--- src/rtl/cdb_arbiter.sv ---
// Common-data-bus arbiter: round-robin selection of one functional-unit result per
// cycle, broadcast on a registered tag/value bus, with flush and reserved-tag flagging.
module cdb_arbiter #(
  parameter int NUM_REQ   = 4,
  parameter int WORD_SIZE = 32,
  parameter int TAG_SIZE  = 8
) (
  input  logic                          clk,
  input  logic                          rst,
  input  logic [NUM_REQ-1:0]            req,
  input  logic [NUM_REQ*TAG_SIZE-1:0]   req_tag,
  input  logic [NUM_REQ*WORD_SIZE-1:0]  req_data,
  input  logic                          flush,
  output logic [NUM_REQ-1:0]            grant,
  output logic                          cdb_valid,
  output logic [TAG_SIZE-1:0]           cdb_tag,
  output logic [WORD_SIZE-1:0]          cdb_data,
  output logic                          tag_err,
  output logic [15:0]                   bcast_cnt
);

  localparam int PTR_W = (NUM_REQ > 1) ? $clog2(NUM_REQ) : 1;
  // Reserved tag: all ones below the MSB, meaning "value ready, no producer".
  localparam logic [TAG_SIZE-1:0] RSV_TAG = {1'b0, {(TAG_SIZE-1){1'b1}}};

  logic [PTR_W-1:0]     ptr;
  logic [PTR_W-1:0]     win;
  logic [PTR_W-1:0]     idx;
  logic [PTR_W-1:0]     ptr_next;
  logic                 found;
  logic                 do_bcast;
  logic [NUM_REQ-1:0]   legal;
  logic [NUM_REQ-1:0]   rsv_hit;
  logic [TAG_SIZE-1:0]  win_tag;
  logic [WORD_SIZE-1:0] win_data;

  always_comb begin
    legal   = '0;
    rsv_hit = '0;
    for (int i = 0; i < NUM_REQ; i++) begin
      rsv_hit[i] = req[i] && (req_tag[i*TAG_SIZE +: TAG_SIZE] == RSV_TAG);
      legal[i]   = req[i] && (req_tag[i*TAG_SIZE +: TAG_SIZE] != RSV_TAG);
    end
  end

  // Round-robin search starting at ptr; the first legal requester wins.
  always_comb begin
    found    = 1'b0;
    win      = '0;
    idx      = '0;
    win_tag  = '0;
    win_data = '0;
    for (int k = 0; k < NUM_REQ; k++) begin
      idx = PTR_W'((int'(ptr) + k) % NUM_REQ);
      if (!found && legal[idx]) begin
        found = 1'b1;
        win   = idx;
      end
    end
    for (int i = 0; i < NUM_REQ; i++) begin
      if (PTR_W'(i) == win) begin
        win_tag  = req_tag[i*TAG_SIZE +: TAG_SIZE];
        win_data = req_data[i*WORD_SIZE +: WORD_SIZE];
      end
    end
  end

  assign do_bcast = found && !flush;
  assign ptr_next = PTR_W'((int'(win) + 1) % NUM_REQ);

  always_comb begin
    grant = '0;
    if (do_bcast && !rst) grant[win] = 1'b1;
  end

  // Broadcast register stage: flush dominates any pending winner.
  always_ff @(posedge clk or posedge rst) begin
    if (rst) begin
      ptr       <= '0;
      cdb_valid <= 1'b0;
      cdb_tag   <= RSV_TAG;
      cdb_data  <= '0;
      tag_err   <= 1'b0;
      bcast_cnt <= '0;
    end else begin
      if (|rsv_hit) tag_err <= 1'b1;
      if (flush) begin
        cdb_valid <= 1'b0;
        ptr       <= '0;
      end else if (found) begin
        cdb_valid <= 1'b1;
        cdb_tag   <= win_tag;
        cdb_data  <= win_data;
        ptr       <= ptr_next;
        bcast_cnt <= bcast_cnt + 16'd1;
      end else begin
        cdb_valid <= 1'b0;
      end
    end
  end

endmodule

--- config.mk ---
export PLATFORM = sky130hd
export DESIGN_NAME = cdb_arbiter
export DESIGN_NICKNAME = d
export VERILOG_FILES = /design/src/rtl/cdb_arbiter.sv
export SDC_FILE = /design/constraint.sdc
export NUM_CORES = 1
export LEC_CHECK = 0
export CAP_MARGIN = 0
export CORE_ASPECT_RATIO = 1.5
export CORE_MARGIN = 2
export CORE_UTILIZATION = 38
export CTS_CLUSTER_SIZE = 40
export DETAILED_ROUTE_END_ITERATION = 8
export PLACE_DENSITY = 0.77
export SYNTH_ARGS = -nofsm -noshare
export SYNTH_HDL_FRONTEND = slang
export SYNTH_SLANG_ARGS = --single-unit
--- constraint.sdc ---
create_clock -name clk -period 5.11 [get_ports clk]
set_input_delay 1.2775 -clock clk [delete_from_list [all_inputs] [get_ports clk]]
set_output_delay 1.2775 -clock clk [all_outputs]
set_load 0.03 [all_outputs]
==> qor.yml, run 1 <==
vias: 4262
synth_top_area_cell: "dfrtp_1"
fin_crit_ns: 4.80
routed_wl_um: 13700
use_met3_pct: 6.59
drtPass1Iterations: 4
syn_area_per_cell_sq_um: 8.72
track_usage_pct: 25.1
synthAdderAreaFrac_pct: 1.62
worst_r2r_endpoint: "cdb_data[20]$_DFFE_PP0P_"
nNetsFinal: 822
synth_top_family_by_area: "compound AO/OA/AOI/OAI gates"
cts_tree: "done"
ctsHtreeMaxLevel: 3
finalSetupTns_ns: 0
pwr-share-seq_pct: 27.5
p_sw_share_pct: 35.9
die_w_um: 86.3
final_cell_count_no_fill: 772
synthTopCellsByCount: "81 x a21oi_1, 53 x dfrtp_1, 41 x nor2_1"
synthMuxAreaShare_pct: 0.648
finalPower_mw: 2.51
tightest_slew_ns: 0.787
design_area_sq_um: 6520
intPower_mw: 1.61
start_util_pct: 38.5
antenna_found_initial: 0
reg2reg_depth: 12
io_buffers: 228
clkLatencyLatePin_ns: 0.32
place_inst: 756
finish.utilization_pct: 65.1
cts.clk_slew.worst_paths_ns: 0.05
dieArea_sq_um: 11000
synth_xor_area_share_pct: 3.40
fmax_ghz: 0.208
yosys_warnings: 0
boundaryPins: 229
ys_top_cells_by_area: "dfrtp_1 34%, a21oi_1 10%, a221oi_1 7.3%, nor2b_1 5.3%, dfstp_2 4.8%"
drt-wirelength-per-cell_um: 17.8
root_buffer: "clkbuf_16"
cts_made_buffers: 9
powerDensity_nw_per_um2: 385
diodes: 0
core-area_sq_um: 10000
crit_arrival_ns: 3.52
pwr-share-clk_pct: 28.2
critPathCaptureType: "output port"
synth_edf_count: 0
r2r-start: "ptr[1]$_DFFE_PP0P_"
cp_max_fo: 5
drt_iter0_markers: 141
drive_above_1_share_pct: 7.94
cp_slowest_cell: "clkdlybuf4s50_1"
path_cells: "clkdlybuf4s50_1, nand4_1, o21ai_4, mux2i_1, a221oi_2, inv_1, ha_1, and3_1, buf_4"
netlist_area_sq_um: 3860
viasPerCell: 5.52
maxCapViolations: 0
grt_max_degree: 81
ant_nets: 0
p_switching_mw: 0.900
synth_top_area_share_pct: 34.3
max_slew_margin_pct: 47.5
synthToLayoutAreaGrowth_pct: 68.9
crit_path_start: "req_tag[19]"
ys_ff_latch: 60
finalSetupViolations: 0
worstPathRequired_ns: 3.83
ys.flop_type: "dfrtp_1"
status: "completed"
path_class: "in -> out"
synth_cell_types: 42
async_reset_ff_share_pct: 100
holdWs_ns: 0.477
grt_pass1_wl_um: 21600
dpl_cell_area_sq_um: 6170
post_cts_buffers: 0
place_hpwl_um: 10400
yosysMostFrequentCell: "a21oi_1"
grtUsageMet1_pct: 28.2
ctsHoldBuffers: 0
hold_violations: 0
grt_pass1_vias: 4397
endpoint: "grant[0]"
die_y_um: 127
synth_fp_nets: 615
yosysSeqAreaShare_pct: 39.1
finalWorstSetupSlack_ns: 0.308
period_share_pct: 94.0
synthSimpleGateAreaFrac_pct: 24.6
overflow: 0
synth_compound_area_share_pct: 25.4
grtUsageMet2_pct: 45.1
rows: 45
dpl_worst_slack_ns: 0.300
gp_congestion: 0.878
synth_cells: 443
clkSinkCount: 60
comb_power_share_pct: 44.3
drc: 0
r2r_slack_ns: 2.06
p_leak_nw: 2.51
top_usage_layer: "met2"
final-max-slew-violation-count: 0
slowest_delay_ns: 0.47
rsz0062_at_grt: "false"
crit_path_start_kind: "input pin"
min_path_type: "reg -> reg"
post_cts_resize_count: 0
ir_drop_uv: 176
finClkSkew_ns: 0.00878
clockBufferDepth: 2
worst min path at each step:
| stage | start | end | cells after the start |
|---|---|---|---|
| 3_3_place_gp | tag_err$_DFFE_PP0P_ | tag_err$_DFFE_PP0P_ | 2 |
| 4_1_cts | tag_err$_DFFE_PP0P_ | tag_err$_DFFE_PP0P_ | 2 |
| 5_1_grt | bcast_cnt[15]$_DFFE_PP0P_ | bcast_cnt[15]$_DFFE_PP0P_ | 1 |
| 2_1_floorplan | ptr[0]$_DFFE_PP0P_ | ptr[0]$_DFFE_PP0P_ | 2 |
| 3_5_place_dp | tag_err$_DFFE_PP0P_ | tag_err$_DFFE_PP0P_ | 2 |
| 6_report | bcast_cnt[15]$_DFFE_PP0P_ | bcast_cnt[15]$_DFFE_PP0P_ | 1 |
routing by layer:
layer	up-vias	wire length, um
li1	2052	-
met1	2008	5140
met2	173	7130
met3	29	1040
met4	0	413
met5	-	0
critical path: cells and delay by family:
kind                       cells  cell delay (ns)
AOI/OAI and AO/OA              2             0.73
adders and majority gates      1             0.23
buffers and inverters          3             0.76
muxes                          1             0.13
and+or+nand+nor                2             0.39
layout by cell type, fill, tap and decap left out, types with 2 or more instances in the layout:
master	n
nand3_1	5
inv_1	3
and3_1	7
o21ai_4	3
clkbuf_16	9
dfstp_2	7
ha_1	2
a21oi_1	81
clkbuf_8	2
nand2_1	24
xnor2_1	13
nand3b_1	9
nor2_1	41
buf_4	13
nor3_1	34
a221oi_1	32
o211ai_1	9
nand4b_4	3
nor2b_1	32
nand4_1	10
clkdlybuf4s50_1	224
xor2_1	2
bufinv_16	3
o21a_1	9
dfrtp_1	53
ha_2	3
power groups by stage:
stage / registers (mW) / clock network [mW] / logic, mW
2_1_floorplan: 0.896 / 0 / 0.433
3_3_place_gp: 0.690 / 0 / 1.10
3_5_place_dp: 0.696 / 0 / 1.12
4_1_cts: 0.692 / 0.720 / 1.12
5_1_grt: 0.709 / 0.741 / 1.20
6_report: 0.691 / 0.708 / 1.11
cells by family (layout without fill, tap and decap cells):
kind of cell             after synthesis  count (layout)
AND/OR/NAND/NOR                      172             172
AO/OA/AOI/OAI                        144             144
flip-flops                            60              60
buffers and inverters                 45             257
XOR/XNOR                              15              15
adder cells (fa/ha/maj)                5               5
multiplexers                           2               2
cell type report:
type                    instances  area [sq um]
clock inverters                 4          95.1
clock buffers                  12           256
multi-input cells             338          2160
repair buffers                237          2340
flip-flops and latches         60          1510
inverters                       4          15.0
fillers                       837          3500
well taps                     117           146
flip-flops by register name, summed over array words and instances (netlist names):
name	flops
bcast_cnt	16
cdb_data	32
cdb_tag	8
cdb_valid	1
ptr	2
tag_err	1
Power figures use the tool's default switching activity.
==> run 2: changes to the inputs <==
Settings changed: SLEW_MARGIN from default to 15.
==> results of run 2 <==
Final layout, timing and power as in run 1 (identical DEF).
